--- config.mk ---
export PLATFORM = sky130hd
export DESIGN_NAME = regfile_write_arbiter
export DESIGN_NICKNAME = d
export VERILOG_FILES = /design/src/rtl/regfile_write_arbiter_pkg.sv /design/src/rtl/regfile_wr_fifo.sv /design/src/rtl/regfile_write_arbiter.sv
export SDC_FILE = /design/constraint.sdc
export NUM_CORES = 1
export LEC_CHECK = 0
export CORE_MARGIN = 5
export CORE_UTILIZATION = 53
export CTS_CLUSTER_DIAMETER = 50
export DETAILED_ROUTE_END_ITERATION = 12
export HOLD_SLACK_MARGIN = 0.06
export PLACE_DENSITY = 0.85
export SYNTH_ARGS = -nofsm -noshare
export SYNTH_HDL_FRONTEND = slang
export SYNTH_SLANG_ARGS = --single-unit
--- constraint.sdc ---
create_clock -name clk -period 10.49 [get_ports clk]
set_input_delay 2.098 -clock clk [delete_from_list [all_inputs] [get_ports clk]]
set_output_delay 2.098 -clock clk [all_outputs]
set_load 0.01 [all_outputs]
--- src/rtl/regfile_write_arbiter_pkg.sv ---
// Shared definitions for the register-file write arbiter: register addressing
// constants and the starvation-relief state encoding.
package regfile_write_arbiter_pkg;

  localparam int REG_ADDR_W = 5;
  localparam logic [REG_ADDR_W-1:0] LINK_REG = 5'd31;
  localparam logic [REG_ADDR_W-1:0] ZERO_REG = 5'd0;

  typedef enum logic {
    ARB_NORMAL = 1'b0,
    ARB_HOLD   = 1'b1
  } arb_state_t;

endpackage

--- src/rtl/regfile_wr_fifo.sv ---
// Small synchronous FIFO buffering LLU results; valid/ready push, pop strobe,
// head entry visible combinationally so it can compete for the write port.
module regfile_wr_fifo #(
  parameter int DEPTH = 2,
  parameter int WIDTH = 69
) (
  input  logic             clk,
  input  logic             rst,
  input  logic             push_valid,
  output logic             push_ready,
  input  logic [WIDTH-1:0] push_data,
  input  logic             pop,
  output logic [WIDTH-1:0] head_data,
  output logic             empty
);

  localparam int AW = $clog2(DEPTH);

  logic [WIDTH-1:0] mem [DEPTH];
  logic [AW:0]      wr_ptr_reg;
  logic [AW:0]      rd_ptr_reg;
  logic             full;
  logic             push_fire;

  // Extra pointer bit distinguishes full from empty when the indices match.
  assign empty      = (wr_ptr_reg == rd_ptr_reg);
  assign full       = (wr_ptr_reg[AW] != rd_ptr_reg[AW]) &&
                      (wr_ptr_reg[AW-1:0] == rd_ptr_reg[AW-1:0]);
  assign push_ready = !full;
  assign push_fire  = push_valid && !full;
  assign head_data  = mem[rd_ptr_reg[AW-1:0]];

  always_ff @(posedge clk) begin
    if (rst) begin
      wr_ptr_reg <= '0;
      rd_ptr_reg <= '0;
    end else begin
      if (push_fire) wr_ptr_reg <= wr_ptr_reg + (AW+1)'(1);
      if (pop && !empty) rd_ptr_reg <= rd_ptr_reg + (AW+1)'(1);
    end
  end

  always_ff @(posedge clk) begin
    if (push_fire) mem[wr_ptr_reg[AW-1:0]] <= push_data;
  end

endmodule

--- src/rtl/regfile_write_arbiter.sv ---
// Shares the single register-file write port between pipeline writeback and
// buffered LLU results, with scoreboard and starvation relief.
// Optional performance counters: define REGFILE_ARB_PERF_EN.
module regfile_write_arbiter
  import regfile_write_arbiter_pkg::*;
#(
  parameter int DATA_W       = 64,
  parameter int FIFO_DEPTH   = 2,
  parameter int STARVE_LIMIT = 4
) (
  input  logic                  clk,
  input  logic                  rst,
  input  logic                  wb_valid,
  input  logic [REG_ADDR_W-1:0] wb_dst,
  input  logic [DATA_W-1:0]     wb_data,
  input  logic                  wb_link,
  output logic                  wb_hold,
  input  logic                  llu_valid,
  output logic                  llu_ready,
  input  logic [REG_ADDR_W-1:0] llu_dst,
  input  logic [DATA_W-1:0]     llu_data,
  input  logic                  issue_valid,
  input  logic [REG_ADDR_W-1:0] issue_rd,
  input  logic [REG_ADDR_W-1:0] id_rs,
  input  logic [REG_ADDR_W-1:0] id_rt,
  input  logic [REG_ADDR_W-1:0] id_rd,
  output logic                  id_stall,
  output logic                  rf_we,
  output logic [REG_ADDR_W-1:0] rf_waddr,
  output logic [DATA_W-1:0]     rf_wdata,
  output logic [31:0]           busy_mask
`ifdef REGFILE_ARB_PERF_EN
  ,
  output logic [31:0]           perf_llu_writes,
  output logic [31:0]           perf_wb_conflicts,
  output logic [15:0]           perf_holds
`endif
);

  localparam int SW = $clog2(STARVE_LIMIT + 1);

  logic                  fifo_empty;
  logic [REG_ADDR_W-1:0] head_dst;
  logic [DATA_W-1:0]     head_data;
  logic                  grant_wb;
  logic                  grant_llu;
  logic                  llu_clear;
  logic [REG_ADDR_W-1:0] wb_dest;
  logic [31:0]           busy_reg;
  logic [31:0]           busy_next;
  logic [SW-1:0]         starve_cnt_reg;
  logic [SW-1:0]         starve_cnt_next;
  arb_state_t            state_reg;
  arb_state_t            state_next;

  regfile_wr_fifo #(
    .DEPTH(FIFO_DEPTH),
    .WIDTH(REG_ADDR_W + DATA_W)
  ) u_fifo (
    .clk       (clk),
    .rst       (rst),
    .push_valid(llu_valid),
    .push_ready(llu_ready),
    .push_data ({llu_dst, llu_data}),
    .pop       (grant_llu),
    .head_data ({head_dst, head_data}),
    .empty     (fifo_empty)
  );

  assign grant_wb  = wb_valid;
  assign grant_llu = !wb_valid && !fifo_empty;
  assign wb_dest   = wb_link ? LINK_REG : wb_dst;
  assign llu_clear = grant_llu && (head_dst != ZERO_REG);

  always_ff @(posedge clk) begin
    if (rst) begin
      rf_we    <= 1'b0;
      rf_waddr <= '0;
      rf_wdata <= '0;
    end else if (grant_wb) begin
      rf_we    <= (wb_dest != ZERO_REG);
      rf_waddr <= wb_dest;
      rf_wdata <= wb_data;
    end else if (grant_llu) begin
      rf_we    <= (head_dst != ZERO_REG);
      rf_waddr <= head_dst;
      rf_wdata <= head_data;
    end else begin
      rf_we    <= 1'b0;
    end
  end

  // Scoreboard: a new issue overrides a same-cycle commit to the same register.
  assign busy_next[0] = 1'b0;
  for (genvar gi = 1; gi < 32; gi++) begin : g_busy
    assign busy_next[gi] = (issue_valid && (issue_rd == REG_ADDR_W'(gi))) ||
                           (busy_reg[gi] && !(llu_clear && (head_dst == REG_ADDR_W'(gi))));
  end

  always_ff @(posedge clk) begin
    if (rst) busy_reg <= '0;
    else     busy_reg <= busy_next;
  end

  assign busy_mask = busy_reg;
  assign id_stall  = busy_reg[id_rs] || busy_reg[id_rt] || busy_reg[id_rd];

  always_ff @(posedge clk) begin
    if (rst) begin
      state_reg      <= ARB_NORMAL;
      starve_cnt_reg <= '0;
    end else begin
      state_reg      <= state_next;
      starve_cnt_reg <= starve_cnt_next;
    end
  end

  // Counter saturates so a pipeline that ignores wb_hold keeps seeing it.
  always_comb begin
    starve_cnt_next = starve_cnt_reg;
    state_next      = ARB_NORMAL;
    if (fifo_empty || grant_llu) begin
      starve_cnt_next = '0;
    end else if (starve_cnt_reg != SW'(STARVE_LIMIT)) begin
      starve_cnt_next = starve_cnt_reg + SW'(1);
    end
    if (starve_cnt_next == SW'(STARVE_LIMIT)) state_next = ARB_HOLD;
  end

  assign wb_hold = (state_reg == ARB_HOLD);

`ifdef REGFILE_ARB_PERF_EN
  always_ff @(posedge clk) begin
    if (rst) begin
      perf_llu_writes   <= '0;
      perf_wb_conflicts <= '0;
      perf_holds        <= '0;
    end else begin
      if (grant_llu) perf_llu_writes <= perf_llu_writes + 32'd1;
      if (grant_wb && !fifo_empty) perf_wb_conflicts <= perf_wb_conflicts + 32'd1;
      if (state_next == ARB_HOLD) perf_holds <= perf_holds + 16'd1;
    end
  end
`endif

endmodule

==> impl_metrics.ini, run 1 <==
[outcome]
status = finished, final reports clean

[synth]
synth_most_common_cell = edfxtp_1
yosys.cell_types.count = 50
synth_nets = 1092
postSynthAreaPerCell_sq_um = 11.5
syn_inst = 926
async_flop_share = 0
synth_top_area_share = 0.389
synth_edf_count = 138
yosys-top-cells-area = edfxtp_1 (39%), dfxtp_1 (21%), mux2i_1 (6.8%), a211o_1 (5.4%), a21oi_1 (4.7%)
seq_area_frac_synth = 0.595
synth_top_area_cell = edfxtp_1
syn_area_sq_um = 10700
synthFlopType = edfxtp_1
synth_common_cells = edfxtp_1 (138), dfxtp_1 (110), nand2_1 (103)
ys_warn_count = 0
ys_ff_latch = 248

[floorplan]
rows = 51
fp.dieW_microns = 152
die_area_sq_um = 23100
die_height_microns = 152
pin_count = 269
start_util = 0.543
core_area_sq_um = 19700

[sta]
rsz0062_at_grt = false
hold_viol_final = 0
max_clock_freq_mhz = 149
fin_worst_skew_ps = 12.1
finalMaxSlewViolations = 0
relSlewSlack = 0.297
tightest_slew_ps = 1050
final.setup.tns_ps = 0
setup_viol = 0
fin_crit_sh = 0.640
layout_min_cycle_time_ps = 6710

[placed_design]
dp_hpwl_microns = 20400
port_buffers = 267
placed_cells_incl_taps = 1397
place.gp.congestion = 0.857

[clocking]
postCtsResizedCells = 0
cts_buffer_depth = 3
cts_made_buffers = 27
cts_tree = yes
insertion_delay_ps = 520
postCtsHoldBufs = 0
clk_pin_slew_ps = 60
postCtsSetupBuffers = 0
htreeDepth = 1
numClockSinks = 248
cts-root-buf = clkbuf_16

[critical_path]
slowest_stage = clkdlybuf4s50_1
worst_ep_required_time_ps = 8390
setup.worst_path.start_class = input pin
arrival_ps = 4620
critPathMostFrequentCell = clkdlybuf4s50_1
max_stage_delay_ps = 690
r2r-end = busy_mask[11]$_SDFF_PP0_
path_max_fanout = 12
cp-startpoint = id_rt[1]
crit_chain = clkdlybuf4s50_1, mux4_2, inv_1, a2111oi_0, nor2_1, nand4_1, clkdlybuf4s50_1
reg2reg_slack_ps = 7560
crit_path_end_kind = output pin
critical_path_class = in -> out
endpoint = id_stall
reg2reg_depth = 6

[finish]
largest_register_ffs = 138
drive_gt1_frac = 0.0677
multi_input_area_sq_um = 4000
nNetsFinal = 1327
fillCellCount = 1328
regArea_sq_um = 6350
stdcell_count = 1448
areaGrowthSynthToFinish_pct = 33.8

[drt]
drt_iter0_drc = 597
vias = 8301
wl_per_cell_microns = 20.6
first_pass_iters = 5
drc = 0
via_per_inst = 5.73
wl_microns = 29800
ant_nets = 0

[global_routing]
overflow = 0
groute.usage.overall = 0.246
grt_max_degree = 91
grt_pass1_wl_microns = 46300
grt_pass1_vias = 8483
antenna_found_initial = 2

[power_and_ir_drop]
p_leak_nw = 4.98
p_per_area_nw_per_um2 = 223
finalPower_mw = 3.17
peakVddDrop_v = 0.000209

[hold_path]
hp-class = reg -> reg

[flow_run]
cap_violations = 0
-- placed cells by master (no fill, tap or decap), types with 7 or more instances in the layout --
master             n
mux4_2            16
a211o_1           66
nand2_1          103
dfxtp_1          109
mux2_2             8
edfxtp_1         138
inv_1             12
o31ai_1           11
nor2b_1           12
mux2i_1           72
nor2_1            95
clkdlybuf4s50_1  265
clkbuf_1           9
nor3b_1            7
clkbuf_16         27
buf_4              7
o21ai_0           23
a21oi_1          101
nand3_1           10
-- stage by stage --
step	worst slack, ps	cell area, sq um	hold slack (ps)	utilization
after floorplan	4940	10700	490	-
after global placement	3790	13400	502	0.683
after detailed placement	3760	13400	525	0.683
after CTS	3760	14300	533	0.726
after global routing	3670	14300	567	0.726
final	3780	14300	542	0.726
-- critical path: cells and delay by family --
| kind | cells | cell delay, ps |
|---|---|---|
| simple gates | 2 | 210 |
| buf+inv | 3 | 1280 |
| compound gates | 1 | 560 |
| mux | 1 | 460 |
-- worst min path at each step --
stage                                       startpoint                           end  slack (ps)  depth (start not counted)
final                         busy_mask[12]$_SDFF_PP0_      busy_mask[12]$_SDFF_PP0_         540                          2
after global routing           busy_mask[9]$_SDFF_PP0_       busy_mask[9]$_SDFF_PP0_         570                          2
after CTS                 starve_cnt_reg[2]$_SDFF_PP0_  starve_cnt_reg[2]$_SDFF_PP0_         530                          2
after detailed placement  starve_cnt_reg[2]$_SDFF_PP0_  starve_cnt_reg[2]$_SDFF_PP0_         530                          2
after global placement    starve_cnt_reg[2]$_SDFF_PP0_  starve_cnt_reg[2]$_SDFF_PP0_         500                          2
after floorplan           starve_cnt_reg[2]$_SDFF_PP0_  starve_cnt_reg[2]$_SDFF_PP0_         490                          2
-- kinds of logic after synthesis --
logic type | share of synthesized area
adders and majority gates | 0.00235
other | 0.000352
AOI/OAI and AO/OA | 0.148
DFF | 0.595
muxes | 0.110
xor gates and xnor gates | 0.00716
and+or+nand+nor | 0.106
buffers and inverters | 0.0314
-- area by class of cell --
cell class / instances / area share
Inverter: 12 / 0.00316
Timing Repair Buffer: 272 / 0.190
Sequential cell: 248 / 0.445
Multi-Input combinational cell: 600 / 0.280
Clock buffer: 40 / 0.0536
Clock inverter: 10 / 0.00456
Tap cell: 265 / 0.0232
Antenna cell: 1 / 0.000175
-- layer usage --
metal / track usage / part of all wire / vias to the layer above
li1: - / - / 3907
met3: 0.0795 / 0.096 / 47
met1: 0.308 / 0.40 / 3983
met4: 0.0599 / 0.022 / 2
met5: 0 / 0.00044 / -
met2: 0.417 / 0.48 / 362
-- report_power, final --
part / switching [mW] / total (mW) / internal (mW)
combinational: 0.566 / 1.02 / 0.454
sequential: 0.0857 / 1.28 / 1.19
clock: 0.368 / 0.874 / 0.506
total: 1.02 / 3.17 / 2.15
Power figures use the tool's default switching activity.
==> run 2, diff against run 1 <==
--- a/config.mk
+++ b/config.mk
@@ -6,11 +6,11 @@
 export NUM_CORES = 1
 export LEC_CHECK = 0
 export CORE_MARGIN = 5
-export CORE_UTILIZATION = 53
+export CORE_UTILIZATION = 45
 export CTS_CLUSTER_DIAMETER = 50
 export DETAILED_ROUTE_END_ITERATION = 12
 export HOLD_SLACK_MARGIN = 0.06
-export PLACE_DENSITY = 0.85
+export PLACE_DENSITY = 0.77
 export SYNTH_ARGS = -nofsm -noshare
 export SYNTH_HDL_FRONTEND = slang
 export SYNTH_SLANG_ARGS = --single-unit
==> constraint.sdc (replaced) <==
create_clock -name clk -period 5.4 [get_ports clk]
set_input_delay 1.08 -clock clk [delete_from_list [all_inputs] [get_ports clk]]
set_output_delay 1.08 -clock clk [all_outputs]
set_load 0.01 [all_outputs]
==> impl_metrics.ini, run 2 (synthesized netlist as in run 1, its figures left out) <==
[outcome]
status = finished, final reports clean

[drt]
wl_per_cell_microns = 19.3
first_pass_iters = 5
drc = 0
drt_iter0_drc = 442
ant_nets = 0
vias = 8236
via_per_inst = 5.48
wl_microns = 29000

[power_and_ir_drop]
peakVddDrop_v = 0.000273
p_per_area_nw_per_um2 = 439
p_comb_frac = 0.302
p_seq_frac = 0.398
p_leak_nw = 5.02
switching_share = 0.312
p_clk_frac = 0.300
p_switching_mw = 1.97
intPower_mw = 4.36

[critical_path]
crit_path_end_kind = output pin
worst_ep_required_time_ps = 4320
critical_path_class = in -> out
arrival_ps = 3530
setup.worst_path.start_class = input pin
path_max_fanout = 10

[clocking]
htreeDepth = 1
clk_pin_slew_ps = 60
cts_buffer_depth = 3
insertion_delay_ps = 530
cts_made_buffers = 27
postCtsSetupBuffers = 0
numClockSinks = 248
postCtsResizedCells = 0
cts-root-buf = clkbuf_16
postCtsHoldBufs = 0
cts_tree = yes

[sta]
setup_viol = 0
finalMaxSlewViolations = 0
tightest_slew_ps = 1060
whs_ps = 540
setup_ws_ps = 785
relSlewSlack = 0.297
final.setup.tns_ps = 0
hold_viol_final = 0
fin_crit_sh = 0.855
fin_worst_skew_ps = 21.3
rsz0062_at_grt = false
layout_min_cycle_time_ps = 4610
max_clock_freq_mhz = 217

[floorplan]
fp.dieW_microns = 164
start_util = 0.456
core_area_sq_um = 23400
pin_count = 269
die_height_microns = 164
die_area_sq_um = 26900
rows = 56

[finish]
final_common_cell = clkdlybuf4s50_1
fillCellCount = 1921
final_util = 0.617
drive_gt1_frac = 0.0702
areaGrowthSynthToFinish_pct = 35.4
largest_register_ffs = 138
nNetsFinal = 1327
layout_common_cells = clkdlybuf4s50_1 (265), edfxtp_1 (138), dfxtp_1 (109)

[global_routing]
grt_pass1_wl_microns = 43500
grt_pass1_vias = 8002
antenna_found_initial = 3
groute.usage.overall = 0.204
grt_max_degree = 93
overflow = 0

[flow_run]
cap_violations = 0

[placed_design]
place.gp.congestion = 0.862
dp_hpwl_microns = 20000
port_buffers = 267
dp_slack_ps = 781

[hold_path]
hp-class = reg -> reg
[run 2: final timing paths]
check                           startpoint                  endpoint  slack, ps  cells after the start
hold reg to reg   busy_mask[19]$_SDFF_PP0_  busy_mask[19]$_SDFF_PP0_        540                      2
setup reg to reg                      flop  busy_mask[24]$_SDFF_PP0_       2600                      6
hold / removal    busy_mask[19]$_SDFF_PP0_  busy_mask[19]$_SDFF_PP0_        540                      2
setup / recovery                  id_rd[0]                  id_stall        790                      6
[run 2: metal layers]
metal / up-vias / share of wire / wire, microns / global-route usage
li1: 3908 / - / - / -
met1: 3949 / 0.41 / 11800 / 0.265
met2: 325 / 0.48 / 14000 / 0.342
met3: 50 / 0.088 / 2540 / 0.0547
met4: 4 / 0.021 / 617 / 0.0530
met5: - / 0.0011 / 33 / 0
[run 2: power by group through the flow]
stage               sequential (mW)  combinational [mW]  clock [mW]
floorplan                      2.53                1.29           0
global route                   2.56                2.08        2.01
detailed placement             2.56                1.92           0
finish                         2.52                1.91        1.90
global placement               2.55                1.89           0
CTS                            2.53                1.93        1.93
[run 2: layout make-up]
| cell class | instances | area, sq um | area share |
|---|---|---|---|
| Antenna cell | 1 | 2.50 | 0.000173 |
| Tap cell | 319 | 399 | 0.0276 |
| Timing Repair Buffer | 272 | 2720 | 0.188 |
| Inverter | 12 | 45.0 | 0.00312 |
| Clock buffer | 30 | 687 | 0.0476 |
| Sequential cell | 248 | 6350 | 0.440 |
| Multi-Input combinational cell | 600 | 4000 | 0.277 |
| Clock inverter | 20 | 240 | 0.0166 |
[run 2: metrics by stage]
step	cell area, sq um	instances	power [mW]
finish	14400	1502	6.33
global route	14400	1501	6.65
CTS	14400	1501	6.39
detailed placement	13500	1451	4.49
global placement	13500	1451	4.44
floorplan	10700	926	3.82
[run 2: critical path: stages]
cell,delay (ps)
clkdlybuf4s50_1,740
mux4_2,550
o2111a_1,250
nor4_1,280
nand4_1,130
clkdlybuf4s50_1,500
==> run 3, diff against run 2 <==
--- a/config.mk
+++ b/config.mk
@@ -5,12 +5,12 @@
 export SDC_FILE = /design/constraint.sdc
 export NUM_CORES = 1
 export LEC_CHECK = 0
-export CORE_MARGIN = 5
 export CORE_UTILIZATION = 45
 export CTS_CLUSTER_DIAMETER = 50
 export DETAILED_ROUTE_END_ITERATION = 12
 export HOLD_SLACK_MARGIN = 0.06
 export PLACE_DENSITY = 0.77
+export SLEW_MARGIN = 20
 export SYNTH_ARGS = -nofsm -noshare
 export SYNTH_HDL_FRONTEND = slang
 export SYNTH_SLANG_ARGS = --single-unit
==> impl_metrics.ini, run 3 (synthesized netlist as in run 1, its figures left out) <==
[outcome]
status = finished, final reports clean

[power_and_ir_drop]
p_switching_mw = 1.98
peakVddDrop_v = 0.000282
intPower_mw = 4.24
p_leak_nw = 5.01
switching_share = 0.318
p_comb_frac = 0.309
p_seq_frac = 0.404
p_per_area_nw_per_um2 = 433
p_clk_frac = 0.287

[flow_run]
cap_violations = 0

[global_routing]
grt_pass1_vias = 8060
antenna_found_initial = 1
grt_max_degree = 83
grt.met2_usage = 0.390
top_usage_layer = met2
groute.usage.overall = 0.230
overflow = 0
grt_util_met3 = 0.0750
grt_pass1_wl_microns = 43500
grtUsageMet1 = 0.286

[critical_path]
crit_family = buffers and inverters
arrival_ps = 3570
reg2reg_slack_ps = 2420
crit_path_end_kind = output pin
worst_ep_required_time_ps = 4320
path_buf_inv = 3
slowest_stage = clkdlybuf4s50_1
critPathMostFrequentCell = clkdlybuf4s50_1
critical_path_class = in -> out
path_max_fanout = 12
crit_chain = clkdlybuf4s50_1, mux4_2, inv_1, a2111oi_0, nor2_1, nand4_1, clkdlybuf4s50_1
max_stage_delay_ps = 700
setup.worst_path.start_class = input pin

[sta]
tightest_slew_ps = 896
hold_viol_final = 0
relSlewSlack = 0.401
max_clock_freq_mhz = 215
setup_viol = 0
fin_worst_skew_ps = 18.0
rsz0062_at_grt = false
whs_ps = 536
finalMaxSlewViolations = 0
final.setup.tns_ps = 0
layout_min_cycle_time_ps = 4650
fin_crit_sh = 0.862

[clocking]
insertion_delay_ps = 540
cts_buffer_depth = 3
postCtsSetupBuffers = 0
htreeDepth = 1
numClockSinks = 248
cts-root-buf = clkbuf_16
cts_tree = yes
postCtsResizedCells = 0
clk_pin_slew_ps = 50
postCtsHoldBufs = 0
cts_made_buffers = 27

[drt]
vias = 8204
via_per_inst = 5.47
wl_per_cell_microns = 18.9
first_pass_iters = 5
ant_nets = 0
drt_iter0_drc = 490
wl_microns = 28300
drc = 0

[finish]
areaGrowthSynthToFinish_pct = 34.9
final_common_cell = clkdlybuf4s50_1
drive_gt1_frac = 0.0684
layout_common_cells = clkdlybuf4s50_1 (265), edfxtp_1 (138), dfxtp_1 (109)
fillCellCount = 1816
nNetsFinal = 1330
largest_register_ffs = 138

[placed_design]
place.gp.congestion = 0.848
port_buffers = 267
dp_hpwl_microns = 19400

[floorplan]
pin_count = 269
start_util = 0.465
fp.dieW_microns = 156
die_area_sq_um = 24300
die_height_microns = 156
core_area_sq_um = 22900
rows = 55

[hold_path]
hp-class = reg -> reg
==> run 3: cell count changes in the layout (fill, tap and decap cells not counted), sizes merged <==
| cell | before | now |
|---|---|---|
| clkinvlp | 3 | 0 |
| clkbuf | 30 | 35 |
| buf | 7 | 10 |
| inv | 15 | 16 |
| bufinv | 5 | 2 |
==> run 3: path summary, 6_finish.rpt <==
path	from	to	cells after the start
hold reg to reg	starve_cnt_reg[2]$_SDFF_PP0_	starve_cnt_reg[2]$_SDFF_PP0_	2
hold / removal	starve_cnt_reg[2]$_SDFF_PP0_	starve_cnt_reg[2]$_SDFF_PP0_	2
setup reg to reg	flop	busy_mask[5]$_SDFF_PP0_	6
setup / recovery	id_rt[1]	id_stall	7
==> run 3: metrics by stage <==
step / power [mW] / setup slack, ps / area (sq um) / util / cells
detailed placement: 4.48 / 733 / 13500 / 0.590 / 1448
global placement: 4.43 / 745 / 13500 / 0.590 / 1448
floorplan: 3.82 / 868 / 10700 / - / 926
finish: 6.22 / 748 / 14400 / 0.628 / 1499
global route: 6.56 / 672 / 14400 / 0.628 / 1498
CTS: 6.28 / 734 / 14400 / 0.628 / 1498
==> run 3: layer usage <==
metal / vias up / wire length [microns]
met4: 2 / 407
li1: 3909 / -
met5: - / 13
met2: 345 / 13500
met3: 30 / 2880
met1: 3918 / 11400
==> run 3: worst min-delay path: stages (launching register included) <==
cell and delay [ps]:
dfxtp_1 330, nor2_1 110, nor3_1 60
==> run 3: final cells by class <==
cell class,count,area [sq um],area share
inverters,12,45.0,0.00313
clock buffers,35,716,0.0498
diodes,1,2.50,0.000174
well taps,313,392,0.0272
clock inverters,15,151,0.0105
multi-input cells,600,4000,0.278
flip-flops and latches,248,6350,0.441
repair buffers,275,2730,0.190
==> run 3: power by group through the flow <==
stage / clock (mW) / sequential, mW / combinational (mW)
after detailed placement: 0 / 2.55 / 1.93
final: 1.79 / 2.52 / 1.92
after global placement: 0 / 2.54 / 1.89
after CTS: 1.82 / 2.52 / 1.94
after global routing: 1.90 / 2.55 / 2.11
after floorplan: 0 / 2.53 / 1.29
